### config.mk
export PLATFORM = sky130hd
export DESIGN_NAME = debounce_multi
export DESIGN_NICKNAME = d
export VERILOG_FILES = /design/src/rtl/debounce_pkg.sv /design/src/rtl/debounce_chan.sv /design/src/rtl/debounce_multi.sv
export SDC_FILE = /design/constraint.sdc
export NUM_CORES = 1
export LEC_CHECK = 0
export CORE_UTILIZATION = 55
export CTS_BUF_LIST = sky130_fd_sc_hd__clkbuf_2 sky130_fd_sc_hd__clkbuf_4 sky130_fd_sc_hd__clkbuf_8
export CTS_CLUSTER_SIZE = 12
export DETAILED_ROUTE_END_ITERATION = 10
export HOLD_SLACK_MARGIN = 0.12
export PLACE_DENSITY = 0.72
export SETUP_SLACK_MARGIN = 0.4
export SKIP_LAST_GASP = 1
export SLEW_MARGIN = 0
export SYNTH_ARGS = -nofsm -noshare
export SYNTH_HDL_FRONTEND = slang
export SYNTH_HIERARCHICAL = 1
export SYNTH_SLANG_ARGS = --single-unit
### constraint.sdc
create_clock -name clk -period 4.6 [get_ports clk]
set_input_delay 0.92 -clock clk [delete_from_list [all_inputs] [get_ports clk]]
set_output_delay 0.92 -clock clk [all_outputs]
set_load 0.03 [all_outputs]
### src/rtl/debounce_pkg.sv
// Shared types and default timing for the multi-channel button debouncer.
// The optional auto-repeat event is enabled by defining DEBOUNCE_AUTO_REPEAT_EN.
package debounce_pkg;

  typedef enum logic [1:0] {
    EVT_PRESS   = 2'd0,
    EVT_RELEASE = 2'd1,
    EVT_LONG    = 2'd2,
    EVT_REPEAT  = 2'd3
  } evt_type_e;

  typedef enum logic [1:0] {
    ST_RELEASED = 2'd0,
    ST_HELD     = 2'd1,
    ST_LONG     = 2'd2
  } chan_state_e;

  // 10 ms debounce, 1 s long press, 200 ms repeat at 25 MHz.
  localparam int DEF_NUM_CH          = 4;
  localparam int DEF_DEBOUNCE_CYCLES = 250000;
  localparam int DEF_LONG_CYCLES     = 25000000;
  localparam int DEF_REPEAT_CYCLES   = 5000000;

  function automatic int ch_width(input int n);
    return (n > 1) ? $clog2(n) : 1;
  endfunction

endpackage

### src/rtl/debounce_chan.sv
// One button channel: 2-FF synchroniser, consecutive-sample filter, hold/long/repeat timing.
// Auto-repeat logic exists only when DEBOUNCE_AUTO_REPEAT_EN is defined.
module debounce_chan
  import debounce_pkg::*;
#(
  parameter int DEBOUNCE_CYCLES = DEF_DEBOUNCE_CYCLES,
  parameter int LONG_CYCLES     = DEF_LONG_CYCLES,
  parameter int REPEAT_CYCLES   = DEF_REPEAT_CYCLES,
  parameter bit ACTIVE_LOW      = 1'b0
) (
  input  logic       clk,
  input  logic       rst_n,
  input  logic       btn_i,
  output logic       level_o,
  output logic       press_o,
  output logic       release_o,
  output logic       long_o,
  output logic       repeat_o,
  output logic [1:0] state_o
);

  localparam int DB_W   = $clog2(DEBOUNCE_CYCLES + 1);
  localparam int HOLD_W = $clog2(LONG_CYCLES + 1);

  logic              s0_q, s1_q;
  logic [DB_W-1:0]   cnt_q, cnt_d;
  logic              level_q, level_d;
  logic [HOLD_W-1:0] hold_q, hold_d;
  logic              press_q, release_q, long_q;
  logic              rise, fall, long_hit;
  chan_state_e       state_q, state_d;

  always_comb begin
    cnt_d   = cnt_q;
    level_d = level_q;
    if (s1_q == level_q) begin
      cnt_d = '0;
    end else if (cnt_q == DB_W'(DEBOUNCE_CYCLES - 1)) begin
      level_d = s1_q;
      cnt_d   = '0;
    end else begin
      cnt_d = cnt_q + 1'b1;
    end
  end

  assign rise = level_d & ~level_q;
  assign fall = ~level_d & level_q;

  // Hold count saturates so a long press never retriggers.
  always_comb begin
    hold_d = hold_q;
    if (!level_q) begin
      hold_d = '0;
    end else if (hold_q != HOLD_W'(LONG_CYCLES)) begin
      hold_d = hold_q + 1'b1;
    end
  end

  always_ff @(posedge clk or negedge rst_n) begin
    if (!rst_n) begin
      state_q <= ST_RELEASED;
    end else begin
      state_q <= state_d;
    end
  end

  always_comb begin
    state_d = state_q;
    unique case (state_q)
      ST_RELEASED: if (rise) state_d = ST_HELD;
      ST_HELD: begin
        if (fall) begin
          state_d = ST_RELEASED;
        end else if (hold_q == HOLD_W'(LONG_CYCLES - 1)) begin
          state_d = ST_LONG;
        end
      end
      ST_LONG:     if (fall) state_d = ST_RELEASED;
      default:     state_d = ST_RELEASED;
    endcase
  end

  always_comb begin
    long_hit = (state_q == ST_HELD) && (state_d == ST_LONG);
  end

  always_ff @(posedge clk or negedge rst_n) begin
    if (!rst_n) begin
      s0_q      <= 1'b0;
      s1_q      <= 1'b0;
      cnt_q     <= '0;
      level_q   <= 1'b0;
      hold_q    <= '0;
      press_q   <= 1'b0;
      release_q <= 1'b0;
      long_q    <= 1'b0;
    end else begin
      s0_q      <= btn_i ^ ACTIVE_LOW;
      s1_q      <= s0_q;
      cnt_q     <= cnt_d;
      level_q   <= level_d;
      hold_q    <= hold_d;
      press_q   <= rise;
      release_q <= fall;
      long_q    <= long_hit;
    end
  end

`ifdef DEBOUNCE_AUTO_REPEAT_EN
  localparam int REP_W = $clog2(REPEAT_CYCLES + 1);

  logic [REP_W-1:0] rep_cnt_q, rep_cnt_d;
  logic             rep_hit, rep_q;

  // Repeat period is measured from the long event and only while the level stays high.
  always_comb begin
    rep_cnt_d = rep_cnt_q;
    rep_hit   = 1'b0;
    if (state_d != ST_LONG || long_hit) begin
      rep_cnt_d = '0;
    end else if (rep_cnt_q == REP_W'(REPEAT_CYCLES - 1)) begin
      rep_cnt_d = '0;
      rep_hit   = 1'b1;
    end else begin
      rep_cnt_d = rep_cnt_q + 1'b1;
    end
  end

  always_ff @(posedge clk or negedge rst_n) begin
    if (!rst_n) begin
      rep_cnt_q <= '0;
      rep_q     <= 1'b0;
    end else begin
      rep_cnt_q <= rep_cnt_d;
      rep_q     <= rep_hit;
    end
  end

  assign repeat_o = rep_q;
`else
  assign repeat_o = 1'b0;
`endif

  assign level_o   = level_q;
  assign press_o   = press_q;
  assign release_o = release_q;
  assign long_o    = long_q;
  assign state_o   = state_q;

endmodule

### src/rtl/debounce_multi.sv
// Multi-channel debouncer: per-channel filters merged into one event stream via sticky pending bits.
// Define DEBOUNCE_AUTO_REPEAT_EN to add EVT_REPEAT events during long presses.
module debounce_multi
  import debounce_pkg::*;
#(
  parameter int NUM_CH          = DEF_NUM_CH,
  parameter int DEBOUNCE_CYCLES = DEF_DEBOUNCE_CYCLES,
  parameter int LONG_CYCLES     = DEF_LONG_CYCLES,
  parameter bit ACTIVE_LOW      = 1'b0,
  parameter int REPEAT_CYCLES   = DEF_REPEAT_CYCLES,
  localparam int CH_W           = ch_width(NUM_CH)
) (
  input  logic                   clk,
  input  logic                   rst_n,
  input  logic [NUM_CH-1:0]      btn_in,
  output logic [NUM_CH-1:0]      btn_level,
  output logic [NUM_CH-1:0]      btn_press,
  output logic [NUM_CH-1:0]      btn_release,
  output logic                   evt_valid,
  output logic [CH_W-1:0]        evt_ch,
  output evt_type_e              evt_type,
  input  logic                   evt_ready,
  output logic                   evt_overflow,
  input  logic                   ovf_clr,
  output logic [NUM_CH-1:0][1:0] dbg_state
);

  logic [NUM_CH-1:0]      long_pulse, rep_pulse;
  logic [NUM_CH-1:0][3:0] pend_q, pend_d, set_vec, pop_vec, ovf_vec;
  logic                   sel_valid_q;
  logic [CH_W-1:0]        sel_ch_q, pick_ch;
  evt_type_e              sel_type_q, pick_type;
  logic                   pick_found;
  logic                   ovf_q;

  for (genvar c = 0; c < NUM_CH; c++) begin : g_ch
    debounce_chan #(
      .DEBOUNCE_CYCLES (DEBOUNCE_CYCLES),
      .LONG_CYCLES     (LONG_CYCLES),
      .REPEAT_CYCLES   (REPEAT_CYCLES),
      .ACTIVE_LOW      (ACTIVE_LOW)
    ) u_chan (
      .clk       (clk),
      .rst_n     (rst_n),
      .btn_i     (btn_in[c]),
      .level_o   (btn_level[c]),
      .press_o   (btn_press[c]),
      .release_o (btn_release[c]),
      .long_o    (long_pulse[c]),
      .repeat_o  (rep_pulse[c]),
      .state_o   (dbg_state[c])
    );
  end

  // Pending bit positions follow the evt_type_e encoding.
  always_comb begin
    for (int c = 0; c < NUM_CH; c++) begin
      set_vec[c] = {rep_pulse[c], long_pulse[c], btn_release[c], btn_press[c]};
      pop_vec[c] = '0;
      if (sel_valid_q && evt_ready && (sel_ch_q == CH_W'(c))) begin
        pop_vec[c] = 4'b0001 << sel_type_q;
      end
      // A set on the bit being popped re-arms it without counting as a drop.
      ovf_vec[c] = set_vec[c] & pend_q[c] & ~pop_vec[c];
      pend_d[c]  = (pend_q[c] & ~pop_vec[c]) | set_vec[c];
    end
  end

  always_comb begin
    pick_found = 1'b0;
    pick_ch    = '0;
    pick_type  = EVT_PRESS;
    for (int c = 0; c < NUM_CH; c++) begin
      if (!pick_found && (|pend_q[c])) begin
        pick_found = 1'b1;
        pick_ch    = CH_W'(c);
        if (pend_q[c][EVT_PRESS])       pick_type = EVT_PRESS;
        else if (pend_q[c][EVT_LONG])   pick_type = EVT_LONG;
        else if (pend_q[c][EVT_REPEAT]) pick_type = EVT_REPEAT;
        else                            pick_type = EVT_RELEASE;
      end
    end
  end

  // Handshake: an event transfers on a cycle with evt_valid && evt_ready; while
  // evt_valid is high and evt_ready low, evt_ch/evt_type hold and are never
  // replaced by newer or higher-priority events. A new pick is loaded only when idle.
  always_ff @(posedge clk or negedge rst_n) begin
    if (!rst_n) begin
      pend_q      <= '0;
      sel_valid_q <= 1'b0;
      sel_ch_q    <= '0;
      sel_type_q  <= EVT_PRESS;
      ovf_q       <= 1'b0;
    end else begin
      pend_q <= pend_d;
      if (!sel_valid_q) begin
        sel_valid_q <= pick_found;
        if (pick_found) begin
          sel_ch_q   <= pick_ch;
          sel_type_q <= pick_type;
        end
      end else if (evt_ready) begin
        sel_valid_q <= 1'b0;
      end
      if (ovf_clr) begin
        ovf_q <= 1'b0;
      end else if (|ovf_vec) begin
        ovf_q <= 1'b1;
      end
    end
  end

  assign evt_valid    = sel_valid_q;
  assign evt_ch       = sel_ch_q;
  assign evt_type     = sel_type_q;
  assign evt_overflow = ovf_q;

endmodule

Word level (Yosys, flattened, before mapping)

Cells that the tools add are included.

Bits in registers: 226
Input port bits: 8
Output and inout bits: 26
Logic and storage cells: 227

$add $sub $neg: 8
Equal/unequal tests: 35
Shift-type cells: 1
Muxes and demuxes: 75
Bitwise gates (word level): 37
Reductions and logical operators: 27

Operators by type and width:

| cell                                                | count |
|---|---|
| 2-to-1 mux 25 bit                                   | 8 |
| 2-to-1 mux 18 bit                                   | 8 |
| adder 25 x 1 -> 25 bit, second input constant       | 4 |
| equality test 25 bit, second input constant         | 4 |
| != test 25 bit, second input constant               | 4 |
| adder 18 x 1 -> 18 bit, second input constant       | 4 |
| equality test 18 bit, second input constant         | 4 |
| 2-to-1 mux 2 bit                                    | 34 |
| bitwise AND 4 bit                                   | 8 |
| one-hot mux 2 bit (3 select lines)                  | 4 |
| equality test 2 bit, second input constant          | 10 |
| 2-to-1 mux 1 bit                                    | 17 |
| bitwise AND 3 x 4 -> 4 bit                          | 4 |
| 2-to-1 mux 4 bit                                    | 4 |
| NOT 4 bit                                           | 4 |
| bitwise OR 4 x 3 -> 4 bit                           | 4 |
| OR reduction 16 bit                                 | 1 |
| OR reduction 4 bit                                  | 4 |
| logical AND 1 bit                                   | 12 |
| equality test 2 x 1 -> 1 bit, second input constant | 5 |
| zero test 2 bit                                     | 5 |
| NOT 1 bit                                           | 9 |
| bitwise AND 1 bit                                   | 8 |
| != test 2 bit, second input constant                | 4 |
| other kinds (5)                                     | 10 |

Depth between registers and ports, before layout

Gate-level depths: netlist of run 1.

Depth in word-level cells: 12
Depth in mapped cells: 7
Mapped depth without buffers: 6

Modules after synthesis

The synthesis of run 1 kept the hierarchy.

Modules (own cells, without submodules):

| module                             | times used | cells each | area each (µm²) | seq. area each (µm²) |
|---|---|---|---|---|
| debounce_chan (g_ch[0].u_chan ...) | 3          | 285        | 2690.1          | 1276.2 |
| debounce_chan (g_ch[1].u_chan)     | 1          | 285        | 2695.1          | 1276.2 |
| debounce_multi                     | 1          | 127        | 1204.9          | 550.5 |

Worst setup path before layout of run 1

OpenSTA, ideal clock, no wires.

Kind: input to register
Start: in evt_ready
End: reg ovf_q, in the netlist evt_overflow
Library setup time: 0.129 ns
Data arrival time: 1.919 ns
Required time: 4.471 ns
Path slack: 2.552 ns
Stages on the path: 5
Buffers on the path: 0
Cell sequence: and4_1 -> nand2_1 -> a32o_1 -> a31o_1 -> o41a_1

Word-level cells in the longest chain between the ends: 7
Elaborated cells between the ends (all ways): 19
Those cells by class: 4 x mux; 8 x bitwise; 7 x reduce/logical

Ends and longest elaborated chain:

| element                          | RTL line              | text |
|---|---|---|
| start: declaration               | debounce_multi.sv:22  | `input logic evt_ready,` |
| logical AND 1 bit (*)            | debounce_multi.sv:60  | `if (sel_valid_q && evt_ready && (sel_ch_q == CH_W'(c))) begin` |
| logical AND 1 bit                | debounce_multi.sv:60  |  |
| 2-to-1 mux 4 bit                 | debounce_multi.sv:60  |  |
| NOT 4 bit                        | debounce_multi.sv:64  | `ovf_vec[c] = set_vec[c] & pend_q[c] & ~pop_vec[c];` |
| bitwise AND 4 bit                | debounce_multi.sv:64  |  |
| OR reduction 16 bit (*)          | debounce_multi.sv:108 | `end else if (\|ovf_vec) begin` |
| nonzero test 2 bit (no line) (*) | n/a                   |  |
| end signal: assignment           | debounce_multi.sv:94  | `ovf_q <= 1'b0;` |
| end signal: assignment           | debounce_multi.sv:107 | `ovf_q <= 1'b0;` |
| end signal: assignment           | debounce_multi.sv:109 | `ovf_q <= 1'b1;` |
| end: declaration                 | debounce_multi.sv:34  | `logic ovf_q;` |

Mark *: on every way between the ends. The rest lies on a longest branch, timed or not.
A chain may end at the register's enable or synchronous reset.

Final worst setup path of run 1

Start: reg g_ch[0].u_chan.level_q
End: out btn_level[0]

RTL lines:

| element                  | RTL line             | text |
|---|---|---|
| start: declaration       | debounce_chan.sv:27  | `logic level_q, level_d;` |
| start signal: assignment | debounce_chan.sv:101 | `level_q <= level_d;` |
| end: declaration         | debounce_multi.sv:16 | `output logic [NUM_CH-1:0] btn_level,` |

No word-level cell between the ends.

==> flow_summary.json, run 1 <==
{
  "status": "complete, no violations",
  "avgSynthCellArea_um2": 9.45,
  "syn_to_final_growth_pct": 11.0,
  "seq_power_share_pct": 48.5,
  "grt_setup_unrepaired": "false",
  "crit_arrival_ps": 1890,
  "cp_top_family": "buffers and inverters",
  "synth_area_leaders": "dfrtp_1 (47%), or4_1 (4.1%), xor2_1 (3.8%)",
  "endpoint_kind": "output port",
  "grt_pass1_wl_um": 43400,
  "min_to": "g_ch[3].u_chan/s1_q",
  "setup_viol": 0,
  "final_area_um2": 13300,
  "period_minus_slack_ps": 2810,
  "final.period_utilization_pct": 61.1,
  "max_stage_delay_ps": 760,
  "clk_pin_slew_ps": 60,
  "path_class": "reg -> out",
  "detail-route-antenna-nets": 0,
  "r2r-end": "g_ch[0].u_chan/cnt_q[11]",
  "syn_area_um2": 12000,
  "cts_hold_buffers": 0,
  "dp_hpwl_um": 17300,
  "cts_tree": "done",
  "internal-power_mw": 3.30,
  "antenna_cells": 0,
  "globalRoute.totalOverflow": 0,
  "synth-async-reset-ratio_pct": 100,
  "die_y_um": 150,
  "grt_max_degree": 84,
  "worstSetupStartpointType": "flop",
  "post_cts_resize_count": 0,
  "placed_area_um2": 12400,
  "r2r_cells": 4,
  "ys_warn_count": 6,
  "clockPowerShare_pct": 48.5,
  "vdd_drop_max_mv": 0.222,
  "ys_types": 63,
  "netSwitchingFraction_pct": 21.3,
  "syn_nets": 1287,
  "post-cts-setup-buffer-count": 0,
  "drive_gt1_share_pct": 7.93,
  "syn_inst": 1267,
  "cp_max_fo": 14,
  "slew_violations": 0,
  "hold_viol_final": 0,
  "ys_seq_area_share_pct": 47.2,
  "worst-path-buf-inv": 1,
  "drt_wl_total_um": 25500,
  "p_sw_mw": 0.893,
  "cts_sinks": 226,
  "first_pass_iters": 5,
  "slowest_stage": "clkdlybuf4s50_1",
  "skew_ps": 26.0,
  "crit_required_ps": 3680,
  "fin_tns_setup_ps": 0,
  "pwr-share-comb_pct": 3.0,
  "drcViolationCount": 0,
  "drv_cap": 0,
  "vias": 9601,
  "synth_edf_count": 0,
  "rows": 53,
  "clock_latency_ps": 520,
  "synth_top_area_cell": "dfrtp_1",
  "ys.flop_type": "dfrtp_1",
  "die_w_um": 150,
  "start_util_pct": 56.6,
  "drt_iter0_markers": 601,
  "htree_levels": 2,
  "clockBufferDepth": 3,
  "numCtsBuffers": 39,
  "worstHoldPathType": "reg -> reg",
  "grt_pass1_vias": 8924,
  "die_area_um2": 22400,
  "io_buffers": 33,
  "powerDensity_nw_per_um2": 315,
  "antenna_found_initial": 0,
  "gp_congestion": 0.825,
  "wl_per_cell_um": 16.0,
  "io_pins": 34,
  "fmax_ghz": 0.356,
  "worstHoldStart": "g_ch[3].u_chan/s0_q",
  "ys_ff_latch": 226,
  "cts_root_buf": "clkbuf_8",
  "r2r_slack_ps": 2400,
  "core-area_um2": 21200,
  "yosysTopAreaCellShare_pct": 47.2,
  "vias_per_cell": 6.05,
  "crit_chain": "clkdlybuf4s50_1",
  "num-nets-final": 1307,
  "worstMarginPinSlew_ps": 754,
  "slew-limit-headroom_pct": 49.7,
  "p_leak_nw": 5.10,
  "reg2reg_from": "g_ch[0].u_chan/cnt_q[4]",
  "hold-path-cell-count": 0,
  "track_usage_pct": 23.5
}
[power by group through the flow]
| stage | clock network (mW) | logic (mW) | registers (mW) |
|---|---|---|---|
| floorplan | 0 | 0.0611 | 2.07 |
| global placement | 0 | 0.128 | 2.07 |
| detailed placement | 0 | 0.129 | 2.07 |
| CTS | 2.09 | 0.130 | 2.03 |
| global route | 2.18 | 0.146 | 2.03 |
| finish | 2.03 | 0.126 | 2.03 |
[layout make-up]
cell class                      count  area (um^2)
Timing Repair Buffer               36          370
Fill cell                        1762         7860
Multi-Input combinational cell    954         5940
Clock inverter                      6          130
Inverter                           30          113
Clock buffer                       60          744
Tap cell                          275          344
Sequential cell                   226         5660
[registers in the layout (all words and copies together) (netlist names)]
signal                 cells
evt_overflow               1
g_ch.u_chan/s1_q           4
evt_valid                  1
g_ch.u_chan/long_o         4
g_ch.u_chan/hold_q       100
evt_ch                     2
g_ch.u_chan/level_o        4
g_ch.u_chan/state_o        8
g_ch.u_chan/press_o        4
evt_type                   2
g_ch.u_chan/cnt_q         72
g_ch.u_chan/s0_q           4
pend_q                    16
g_ch.u_chan/release_o      4
[cells in the mapped netlist, drive strengths merged, types with 2 or more instances]
cell type / n
o21ai: 29
nor3: 43
nor2: 118
conb: 4
and4b: 2
o31ai: 52
inv: 30
a21o: 16
o31a: 4
or4b: 5
nor3b: 5
nand4: 58
a21oi: 78
and3: 20
or3: 32
or4: 73
o21a: 8
and2: 13
dfrtp: 226
nor4b: 4
o211ai: 4
nand3b: 4
mux2: 5
nand2b: 17
ha: 12
nand4bb: 7
mux2i: 12
nor4: 25
a31o: 2
nand2: 101
buf: 24
clkbuf: 33
o32ai: 5
and4: 13
xnor2: 28
xor2: 52
nor2b: 2
nand3: 82
a31oi: 6
or2: 5
[kinds of logic after synthesis]
group / after synthesis / share of synthesized area [%]
simple gates: 631 / 29.5
flops: 226 / 47.2
compound gates: 210 / 11.3
buf+inv: 87 / 3.17
xor+xnor: 80 / 5.85
mux: 17 / 1.51
fa+ha+maj: 12 / 1.25
other cells: 4 / 0.125
[through the flow]
stage | util [%] | hold WS, ps | worst slack (ps) | cells | power (mW)
floorplan | - | 331 | 2550 | 1267 | 2.13
global placement | 58.7 | 333 | 1870 | 1521 | 2.19
detailed placement | 58.7 | 337 | 1870 | 1521 | 2.20
CTS | 62.8 | 334 | 1750 | 1587 | 4.25
global route | 62.8 | 340 | 1670 | 1587 | 4.36
finish | 62.8 | 340 | 1790 | 1587 | 4.19
[cells in the final DEF, fill, tap and decap left out, drive strengths merged, types with 13 or more instances in the layout]
cell type | Yosys | layout
inv | 30 | 30
o21ai | 29 | 29
dfrtp | 226 | 226
a21o | 16 | 16
a21oi | 78 | 78
xor2 | 52 | 52
nor4 | 25 | 25
and4 | 13 | 13
nand2b | 17 | 17
nor2 | 118 | 118
nand2 | 101 | 101
nand4 | 58 | 58
nor3 | 43 | 43
clkbuf | 33 | 60
o31ai | 52 | 52
and2 | 13 | 13
nand3 | 82 | 82
xnor2 | 28 | 28
or4 | 73 | 73
and3 | 20 | 20
or3 | 32 | 32
clkdlybuf4s50 | 0 | 32
[per-layer routing]
layer	vias up	track usage (%)	share of wire, %
met5	-	0	0
li1	4738	-	-
met1	4652	34.2	48
met2	167	36.6	46
met3	44	3.57	3.6
met4	0	6.58	2.0
[worst max-delay path by stage]
stage	depth (start not counted)	slack, ps	endpoint	from
2_1_floorplan	5	2550	evt_overflow	evt_ready
3_3_place_gp	6	1870	evt_overflow	evt_ready
3_5_place_dp	6	1870	evt_overflow	evt_ready
4_1_cts	1	1750	btn_level[0]	g_ch[0].u_chan/level_o
5_1_grt	1	1670	btn_level[0]	g_ch[0].u_chan/level_o
6_report	1	1790	btn_level[0]	g_ch[0].u_chan/level_o
Note: power is estimated with default switching activity, not from simulation.
==> inputs of run 2 (changes only) <==
clock period = 2.6 ns   (was 4.6 ns; I/O delays follow)
==> run 2 against run 1 <==
Against the previous run:
- routed wire length is 1.9% higher
- via count grew 2.0%
- combinational power grew 88%
- register-to-register slack got worse by 1900 ps
- final area is 0.85% higher
- clock power up 63%
- critical path depth did not move
- sequential share of layout area down 0.36 points
- sequential cell count stayed put
- critical path type unchanged
- largest cell class unchanged
- largest power group unchanged
==> flow_summary.json, run 2 (same netlist as run 1, synthesis figures left out) <==
{
  "fmax_ghz": 0.463,
  "detail-route-antenna-nets": 0,
  "p_sw_mw": 1.58,
  "internal-power_mw": 5.56,
  "netSwitchingFraction_pct": 22.2,
  "io_buffers": 33,
  "io_pins": 34,
  "clk_pin_slew_ps": 50,
  "drcViolationCount": 0,
  "crit_arrival_ps": 1640,
  "antenna_found_initial": 0,
  "multi_input_area_um2": 5960,
  "top_register": "g_ch.u_chan/hold_q",
  "status": "complete, no violations",
  "placed_area_um2": 12600,
  "cts_sinks": 226,
  "slew_violations": 0,
  "pwr-share-comb_pct": 3.3,
  "first_pass_iters": 6,
  "start_util_pct": 56.6,
  "clockBufferDepth": 3,
  "cp_top_family": "buffers and inverters",
  "drt_iter0_markers": 594,
  "endpoint_kind": "output port",
  "finalCoreUtilization_pct": 63.4,
  "finalWorstSetupSlack_ps": 439,
  "drive_gt1_share_pct": 9.56,
  "worstHoldPathType": "reg -> reg",
  "hold_viol_final": 0,
  "grt_max_degree": 78,
  "final_common_cell": "dfrtp_1",
  "die_area_um2": 22400,
  "skew_ps": 20.4,
  "cts_tree": "done",
  "slew-limit-headroom_pct": 59.8,
  "core-area_um2": 21200,
  "die_w_um": 150,
  "slowest_stage": "clkdlybuf4s50_1",
  "powerDensity_nw_per_um2": 532,
  "wl_per_cell_um": 16.2,
  "fin_tns_setup_ps": 0,
  "numCtsBuffers": 40,
  "track_usage_pct": 24.3,
  "final.period_utilization_pct": 83.1,
  "post-cts-setup-buffer-count": 0,
  "grt_setup_unrepaired": "false",
  "clockPowerShare_pct": 46.3,
  "clock_latency_ps": 530,
  "worstSetupStartpointType": "flop",
  "vias": 9795,
  "drt_wl_total_um": 25900,
  "seq_area_um2": 5660,
  "top_regs": "g_ch.u_chan/hold_q: 100 flops, g_ch.u_chan/cnt_q: 72 flops, pend_q: 16 flops",
  "path_class": "reg -> out",
  "rows": 53,
  "worstMarginPinSlew_ps": 602,
  "htree_levels": 2,
  "grt_pass1_wl_um": 44500,
  "drv_cap": 0,
  "setup_viol": 0,
  "vias_per_cell": 6.11,
  "syn_to_final_growth_pct": 12.0,
  "gp_congestion": 0.859,
  "seq_power_share_pct": 50.4,
  "p_leak_nw": 5.31,
  "crit_chain": "clkdlybuf4s50_1",
  "vdd_drop_max_mv": 0.391,
  "largest_register_ffs": 100,
  "num-nets-final": 1327,
  "max_stage_delay_ps": 700,
  "die_y_um": 150,
  "dpl_worst_slack_ps": 215,
  "crit_required_ps": 2080,
  "fill_cells": 1732,
  "antenna_cells": 0,
  "worst-path-buf-inv": 1,
  "globalRoute.totalOverflow": 0,
  "cts_root_buf": "clkbuf_8",
  "cp_max_fo": 3,
  "period_minus_slack_ps": 2160,
  "final_area_um2": 13400,
  "dp_hpwl_um": 17600,
  "final_cell_mix": "dfrtp_1 (226), nor2_1 (118), nand2_1 (101)",
  "grt_pass1_vias": 9307
}
==> run 2: cell count changes in the layout (fill, tap and decap cells not counted), moves of 4 or more <==
cell,change
dlygate4sd2_1,+12
clkbuf_8,+5
dlymetal6s2s_1,+6
bufinv_16,-4
buf_4,+17
clkdlybuf4s50_1,-18
==> run 2: area by class of cell <==
type	count	share of cell area, %
flip-flops and latches	226	42.2
clock inverters	1	0.0373
inverters	30	0.840
clock buffers	63	5.95
multi-input cells	954	44.5
well taps	275	2.57
repair buffers	55	3.94
==> run 2: path summary, 6_finish.rpt <==
kind                                            endpoint  slack [ps]  cells past startpoint                      from
worst max-delay path                      btn_release[1]         440                      1  g_ch[1].u_chan/release_o
worst min-delay path                 g_ch[2].u_chan/s1_q         340                      0       g_ch[2].u_chan/s0_q
worst max register to register  g_ch[1].u_chan/hold_q[2]         520                      6  g_ch[1].u_chan/hold_q[0]
worst min register to register       g_ch[2].u_chan/s1_q         340                      0       g_ch[2].u_chan/s0_q
max in group asynchronous       g_ch[1].u_chan/hold_q[2]        1300                      3                     rst_n
min in group asynchronous       g_ch[3].u_chan/hold_q[5]         540                      2                     rst_n
==> run 2: per-layer routing <==
layer | track usage [%] | vias up | wire length, um
met2 | 38.3 | 217 | 12100
met5 | 0 | - | 0
li1 | - | 4755 | -
met3 | 4.02 | 52 | 1170
met4 | 8.78 | 0 | 551
met1 | 33.8 | 4771 | 12100
==> run 2: what timing repair did <==
item,in CTS,in global routing
gates resized for setup,12,13
setup endpoints to repair,12,15
hold buffers,1,0
pin swaps,0,0
cloned,0,0
endpoints found under the hold margin,70,0
==> run 2: per-stage QoR <==
stage / cells / hold slack [ps] / power [mW]
finish: 1604 / 342 / 7.14
CTS: 1604 / 345 / 7.24
floorplan: 1267 / 224 / 3.76
global placement: 1539 / 333 / 3.90
global route: 1604 / 347 / 7.44
detailed placement: 1539 / 337 / 3.90
==> run 2: power groups by stage <==
| stage | sequential, mW | combinational (mW) | clock [mW] |
|---|---|---|---|
| 6_report | 3.60 | 0.237 | 3.30 |
| 5_1_grt | 3.60 | 0.272 | 3.56 |
| 4_1_cts | 3.60 | 0.244 | 3.40 |
| 3_5_place_dp | 3.66 | 0.245 | 0 |
| 3_3_place_gp | 3.66 | 0.240 | 0 |
| 2_1_floorplan | 3.65 | 0.108 | 0 |
